<file path="src/rtl/switch_alloc_ctrl_4rad.sv">
// switch_alloc_ctrl_4rad
// Packet-level output allocator for a 4-radix butterfly switch node.
// Each output port has a small IDLE/LOCKED FSM. While IDLE it picks one
// requesting input. While LOCKED it follows that input's flits until the tail.
// The registered sel/shift/busy outputs drive the node's mux/shifter datapath.
// That datapath registers its input flits once, so these outputs line up with it.
module switch_alloc_ctrl_4rad #(
  parameter bit RR_EN = 1'b1,
  localparam int PORTS = 4,
  localparam int RW = $clog2(PORTS)
) (
  input  logic                        clk,
  input  logic                        rst,
  input  logic [PORTS-1:0][3:0]       in_ch_hdr_msn,
  output logic [PORTS-1:0]            in_gnt,
  output logic [PORTS-1:0][PORTS-1:0] sel,
  output logic [PORTS-1:0]            shift,
  output logic [PORTS-1:0]            busy,
  output logic                        proto_err
);

  typedef enum logic {
    ST_IDLE   = 1'b0,
    ST_LOCKED = 1'b1
  } state_t;

  localparam logic [1:0] FT_IDLE = 2'b00;
  localparam logic [1:0] FT_HDR  = 2'b01;
  localparam logic [1:0] FT_BODY = 2'b10;
  localparam logic [1:0] FT_TAIL = 2'b11;

  state_t                        state_q  [PORTS];
  state_t                        state_d  [PORTS];
  logic   [RW-1:0]               owner_q  [PORTS];
  logic   [RW-1:0]               owner_d  [PORTS];
  logic   [RW-1:0]               rr_q     [PORTS];
  logic   [RW-1:0]               rr_d     [PORTS];

  logic   [1:0]                  ftype    [PORTS];
  logic   [RW-1:0]               route    [PORTS];
  logic   [PORTS-1:0]            owns;
  logic   [PORTS-1:0]            win_vld;
  logic   [RW-1:0]               win_idx  [PORTS];

  logic   [PORTS-1:0][PORTS-1:0] sel_d;
  logic   [PORTS-1:0]            shift_d;
  logic   [PORTS-1:0]            busy_d;
  logic                          err_d;

  // Split each input nibble into its flit type and requested output port
  always_comb begin
    for (int i = 0; i < PORTS; i++) begin
      ftype[i] = in_ch_hdr_msn[i][3:2];
      route[i] = in_ch_hdr_msn[i][RW-1:0];
    end
  end

  // An input owns an output when some locked output names it as owner
  always_comb begin
    owns = '0;
    for (int o = 0; o < PORTS; o++) begin
      for (int i = 0; i < PORTS; i++) begin
        if (state_q[o] == ST_LOCKED && owner_q[o] == RW'(i)) begin
          owns[i] = 1'b1;
        end
      end
    end
  end

  // Per-output arbitration among free inputs presenting a header for this output
  always_comb begin
    logic [RW-1:0] start;
    logic [RW-1:0] idx;
    start   = '0;
    idx     = '0;
    win_vld = '0;
    for (int o = 0; o < PORTS; o++) begin
      win_idx[o] = '0;
      start      = RR_EN ? rr_q[o] : '0;
      for (int k = 0; k < PORTS; k++) begin
        idx = start + RW'(k);
        if (state_q[o] == ST_IDLE && !win_vld[o] &&
            ftype[idx] == FT_HDR && route[idx] == RW'(o) && !owns[idx]) begin
          win_vld[o] = 1'b1;
          win_idx[o] = idx;
        end
      end
    end
  end

  // Fold the per-output winners into the per-input accept strobe
  always_comb begin
    in_gnt = '0;
    for (int o = 0; o < PORTS; o++) begin
      if (win_vld[o]) begin
        in_gnt[win_idx[o]] = 1'b1;
      end
    end
  end

  // Next-state for each output FSM, plus the datapath controls it produces
  always_comb begin
    sel_d   = '0;
    shift_d = '0;
    busy_d  = '0;
    for (int o = 0; o < PORTS; o++) begin
      state_d[o] = state_q[o];
      owner_d[o] = owner_q[o];
      rr_d[o]    = rr_q[o];
      case (state_q[o])
        ST_IDLE: begin
          if (win_vld[o]) begin
            state_d[o]             = ST_LOCKED;
            owner_d[o]             = win_idx[o];
            rr_d[o]                = win_idx[o] + 1'b1;
            sel_d[o][win_idx[o]]   = 1'b1;
            shift_d[o]             = 1'b1;
            busy_d[o]              = 1'b1;
          end
        end
        ST_LOCKED: begin
          sel_d[o][owner_q[o]] = 1'b1;
          busy_d[o]            = 1'b1;
          if (ftype[owner_q[o]] == FT_TAIL) begin
            state_d[o] = ST_IDLE;
          end
        end
        default: begin
          state_d[o] = ST_IDLE;
        end
      endcase
    end
  end

  // Framing check: stray body/tail, or a header from an input that already owns an output
  always_comb begin
    err_d = proto_err;
    for (int i = 0; i < PORTS; i++) begin
      if (((ftype[i] == FT_BODY || ftype[i] == FT_TAIL) && !owns[i]) ||
          (ftype[i] == FT_HDR && owns[i])) begin
        err_d = 1'b1;
      end
    end
  end

  // Output FSM state, owner and round-robin pointer registers
  always_ff @(posedge clk or posedge rst) begin
    if (rst) begin
      for (int o = 0; o < PORTS; o++) begin
        state_q[o] <= ST_IDLE;
        owner_q[o] <= '0;
        rr_q[o]    <= '0;
      end
    end else begin
      for (int o = 0; o < PORTS; o++) begin
        state_q[o] <= state_d[o];
        owner_q[o] <= owner_d[o];
        rr_q[o]    <= rr_d[o];
      end
    end
  end

  // Registered datapath controls and the sticky framing-error flag
  always_ff @(posedge clk or posedge rst) begin
    if (rst) begin
      sel       <= '0;
      shift     <= '0;
      busy      <= '0;
      proto_err <= 1'b0;
    end else begin
      sel       <= sel_d;
      shift     <= shift_d;
      busy      <= busy_d;
      proto_err <= err_d;
    end
  end

endmodule

</file>
<file path="config.mk">
export PLATFORM = sky130hd
export DESIGN_NAME = switch_alloc_ctrl_4rad
export DESIGN_NICKNAME = d
export VERILOG_FILES = /design/src/rtl/switch_alloc_ctrl_4rad.sv
export SDC_FILE = /design/constraint.sdc
export NUM_CORES = 1
export LEC_CHECK = 0
export ABC_AREA = 1
export ABC_CLOCK_PERIOD_IN_PS = 3500
export CAP_MARGIN = 15
export CELL_PAD_IN_SITES_DETAIL_PLACEMENT = 0
export CELL_PAD_IN_SITES_GLOBAL_PLACEMENT = 2
export CORE_MARGIN = 2
export CORE_UTILIZATION = 31
export CTS_CLUSTER_DIAMETER = 120
export DETAILED_ROUTE_END_ITERATION = 7
export PLACE_DENSITY_LB_ADDON = 0.1
export RECOVER_POWER = 25
export SLEW_MARGIN = 10
export SYNTH_ARGS = -nofsm -noshare
export SYNTH_HDL_FRONTEND = slang
export SYNTH_SLANG_ARGS = --single-unit
</file>
<file path="constraint.sdc">
create_clock -name clk -period 3.5 [get_ports clk]
set_input_delay 0.7 -clock clk [delete_from_list [all_inputs] [get_ports clk]]
set_output_delay 0.7 -clock clk [all_outputs]
set_load 0.03 [all_outputs]
</file>
# == After elaboration in Yosys (flattened, before gate mapping) ==
# Cells that the tools add are included.
# W data, S select, Z words.
# totals
elab_cells,554
reg_bits,45
inputBits,18
# classes
magnitude_cmp,52
bitwise,27
n_eq_ne,56
n_reduce_logical,145
n_addsub,16
n_mux,239
# op_table
cell,n
$mux W2,88
$bmux W2 S2,36
$logic_and A1 B1 Y1,92
$lt A2 B3 Y1 const B,24
$mux W1,72
$ge A3 B3 Y1 const B,20
$not A2 Y3,20
$eq A2 B1 Y1 const B,28
$eq A2 B2 Y1 const B,28
$bmux W1 S2,16
$logic_not A1 Y1,32
$pmux W4 S2,4
$mux W4,7
$add A2 B1 Y2 const B,8
$add A2 B2 Y2 const B,8
$demux W1 S2,8
$ge A2 B1 Y1 const B,8
$logic_not A2 Y1,8
$pmux W1 S2,8
$or A4 B4 Y4,3
$logic_or A1 B1 Y1,8
$reduce_and A2 Y1,4
$not A1 Y1,4
$reduce_bool A4 Y1,1

# == Depth between registers and ports, before layout ==
# depth
depth_word,40
depth_mapped,20
mapped_depth_nobuf,19

# == Least setup slack after synthesis ==
# No wires, ideal clock.
# synth_timing
path_type,input port to output port
start,input in_ch_hdr_msn[2] (netlist bit)
end,output in_gnt[1]
setup_slack_ns,0.273
t_required_ns,2.800
n_path_buf,1
arrival_ns,2.527
cell_stages,19
cell_sequence,buf_2 -> inv_1 -> nor2_1 -> nor2_1 -> nor2_2 -> nand2_1 -> nand2_1 -> nand2_1 -> nor2_2 -> nand3_4 -> nor2_1 -> nand2_1 -> o21ai_1 -> nor2_2 -> nand2_2 -> inv_2 -> ha_1 -> nand2_1 -> nand4_1
# synth_rtl
item,line,text
"start, declared",14,"input logic [PORTS-1:0][3:0] in_ch_hdr_msn,"
"end, declared",15,"output logic [PORTS-1:0] in_gnt,"

==> results.md <==
* CTS buffer count at 5
* Seq pwr share at 14.2%
* Hold crit path type: register to register
* Post-synth EDFFs at 0
* DP Area at 0.00568 mm²
* Async SR Flop Fraction at 100%
* Fin nets at 957
* Ant. Diodes at 0
* Drt first pass iters at 5
* Failing checks: capacitance limit, slew limit, setup timing
* Fmax at 281 MHz
* R2R Setup Slk at -0.01 ns
* Most common cell after layout, fill and taps aside: nand2_1
* # DRC at 0
* Critical path class: register to output port
* Layout cells sized above 1 at 51.6%
* Final setup margin at -0.0586 ns
* Area delta synth->final at 69.3%
* Mapped cell area at 0.00449 mm²
* Area of the core at 0.0140 mm²
* Syn Area/Cell at 6.27 µm²
* Final Max Slew Viols at 46
* Synth Flop Type: dfrtp_1
* Switching Share at 52.3%
* Final non-filler cell total at 1,104
* Cells after Synth at 716
* Largest net degree at the start of global routing at 46
* Die Area at 0.0155 mm²
* Leak at 3.75 nW
* Clock Latency Late Sink at 0.29 ns
* Setup violations, final at 5
* GR Overflow Total at 0
* Synth warn at 0
* Maximum vdd ir drop at 0.374 mV
* CTS HTree Levels at 2
* TritonCTS clock tree: yes
* Slew headroom at -22.4%
* Power Dens Cells at 993 mW/mm²
* Worst-Margin Slew at 1.83 ns
* Setup_tns at -0.189 ns
* Initial antenna violation count at 0
* Commonest non-fill, non-tap cells in the layout: 200 x nand2_1, 148 x buf_4, 61 x nand2_2
* Global-route wire length before repair at 28,200 µm
* RSZ-0062 raised after global routing: yes
* Sequential share of the synthesized area at 25.1%
* Worst Setup End Kind: output port
* Syn nets at 750
* Overall Power at 7.54 mW
* Final instance area at 0.00760 mm²
* Routed vias/inst at 5.02
* Worst Path Required at 2.80 ns
* Clk_skew at 0.00689 ns
* RePlAce Congestion at 0.866
* Setup crit start kind: register
* Die Height at 124 µm
* Distinct cells, synth at 44
* MaxCap Viol Count at 1
* Die Wd at 124 µm
* Port Buffer Count at 46
* Psw at 3.95 mW
* Core Rows at 43
* Post-CTS Hold Fix Bufs at 0
* Via count at 5,540
* Internal at 3.60 mW
* Final worst-path cycle share at 102%
* CP Capture Point: in_gnt[2]
* Tmin final at 3.56 ns
* #FFs+latches synth at 45
* Hpwl dp at 13,000 µm
* GRT Total Usage at 22.8%
* Synth top area share at 25.1%
* Clock sink total at 45
* Clock transition at path regs at 0.07 ns
* Outcome: finished, violations left
* DR WL/cell at 17.2 µm
* Initial DRC Count at 366
* Launch point of the critical path: owner_q[6]$_DFFE_PP0P_
* Top post-synthesis cells by area: dfrtp_1 25%, nand2_1 23%, nand3_1 9.7%, ha_1 4.5%, nor2_1 4.4%
* Final count of hold timing violations at 0
* Vias in the first global route at 5,281
* Placed cells at 1,006
* DRT antenna net count at 0
* Critical R2R Capture: sel[7]$_DFF_PP0_
* CTS max path bufs at 2
* Root Driver: clkbuf_16
* Logic pwr share at 78.2%
* Initial core utilization at 32.1%
* Fillers at 1,415
* R2R Path Start: owner_q[4]$_DFFE_PP0P_
* Post-synthesis cell type with the largest combined area: dfrtp_1
* Clock power frac at 7.6%
* CP arrival at 2.86 ns
* CP max FO at 6
* Final wirelength at 19,000 µm
* Reg2Reg Depth at 28
* I/O pin count at 47
==> layer usage <==
metal / track usage (%) / up-vias / routed length (µm)
met4: 4.10 / 0 / 290
met1: 30.8 / 2647 / 8700
met5: 0 / - / 0
met2: 40.4 / 134 / 9340
met3: 1.76 / 23 / 661
li1: - / 2736 / -
==> what timing repair did <==
action	CTS	global route
buffers inserted	68	20
pin swaps	78	69
setup endpoints to repair	4	7
cloned	2	3
resized for setup	224	135
==> critical path, cell delays in order, from the launching register on <==
cell	delay, ns
dfrtp_2	0.47
buf_6	0.15
nor2_4	0.12
nand2_4	0.08
nand2_4	0.09
nor2_4	0.05
buf_6	0.13
nand2_2	0.08
nand2_2	0.07
nor2_4	0.13
nor2_4	0.05
buf_4	0.13
a21oi_4	0.18
nand3_2	0.12
nand2_4	0.12
inv_4	0.05
ha_2	0.17
nand2_2	0.07
nand4_1	0.14
buf_6	0.17
==> synthesized netlist by cell type, types with 3 or more instances <==
cell and instances:
o21ai_0 27, nor2_1 52, nand2_1 270, buf_4 9, dfrtp_1 45, buf_6 4
nor3_1 6, nand3_1 87, o21ai_2 3, a21oi_1 13, ha_1 16, o21ai_1 19
a22oi_1 4, nor2_2 14, nand3b_1 3, nand2_2 7, buf_2 12, o221ai_1 3
nand4_1 12, nand3_2 8, o21a_1 3, nor2_4 4, inv_2 20, inv_1 50
==> sequential cells by signal, summed over array words and instances, names as in the netlist <==
name       flops
owner_q        8
sel           16
shift          4
busy           4
proto_err      1
state_q        4
rr_q           8
==> power groups by stage <==
stage          clock network, mW  logic, mW  registers, mW
2_1_floorplan                  0       2.62           1.05
3_3_place_gp                   0       4.07          0.993
5_1_grt                    0.609       6.32           1.10
4_1_cts                    0.584       4.98           1.02
3_5_place_dp                   0       4.09          0.999
6_report                   0.575       5.90           1.07
==> how the worst min path moves through the flow <==
stage | startpoint | to | slack [ns] | cells after the start
6_report | proto_err$_DFFE_PP0P_ | proto_err$_DFFE_PP0P_ | 0.57 | 2
5_1_grt | proto_err$_DFFE_PP0P_ | proto_err$_DFFE_PP0P_ | 0.61 | 2
4_1_cts | proto_err$_DFFE_PP0P_ | proto_err$_DFFE_PP0P_ | 0.59 | 2
3_5_place_dp | proto_err$_DFFE_PP0P_ | proto_err$_DFFE_PP0P_ | 0.57 | 2
3_3_place_gp | proto_err$_DFFE_PP0P_ | proto_err$_DFFE_PP0P_ | 0.56 | 2
2_1_floorplan | state_q[0]$_DFF_PP0_ | state_q[0]$_DFF_PP0_ | 0.53 | 1
==> layout make-up <==
class	count	area [µm²]	share of cell area (%)
multi-input combinational	574	3740	49.3
sequential	45	1150	15.1
clock inverter	3	50.0	0.659
inverter	72	298	3.92
clock buffer	5	125	1.65
tap	180	225	2.96
timing repair buffer	225	2010	26.4
==> logic make-up (layout without fill, tap and decap cells) <==
logic type               Yosys count  count (layout)  synth area share, %
buffers and inverters             99             305                 10.7
AND/OR/NAND/NOR                  474             476                 48.4
XOR/XNOR                           4               4                 1.12
flip-flops                        45              45                 25.1
AO/OA/AOI/OAI                     78              78                 10.3
adder cells (fa/ha/maj)           16              16                 4.46
==> through the flow <==
| stage | hold WS, ns | setup slack (ns) | util (%) |
|---|---|---|---|
| floorplan | 0.534 | 0.273 | - |
| global placement | 0.559 | -0.508 | 40.6 |
| detailed placement | 0.570 | -0.511 | 40.6 |
| CTS | 0.586 | 0.000515 | 49.4 |
| global route | 0.608 | -0.183 | 54.3 |
| finish | 0.567 | -0.0586 | 54.3 |
Note: power is estimated with default switching activity, not from simulation.
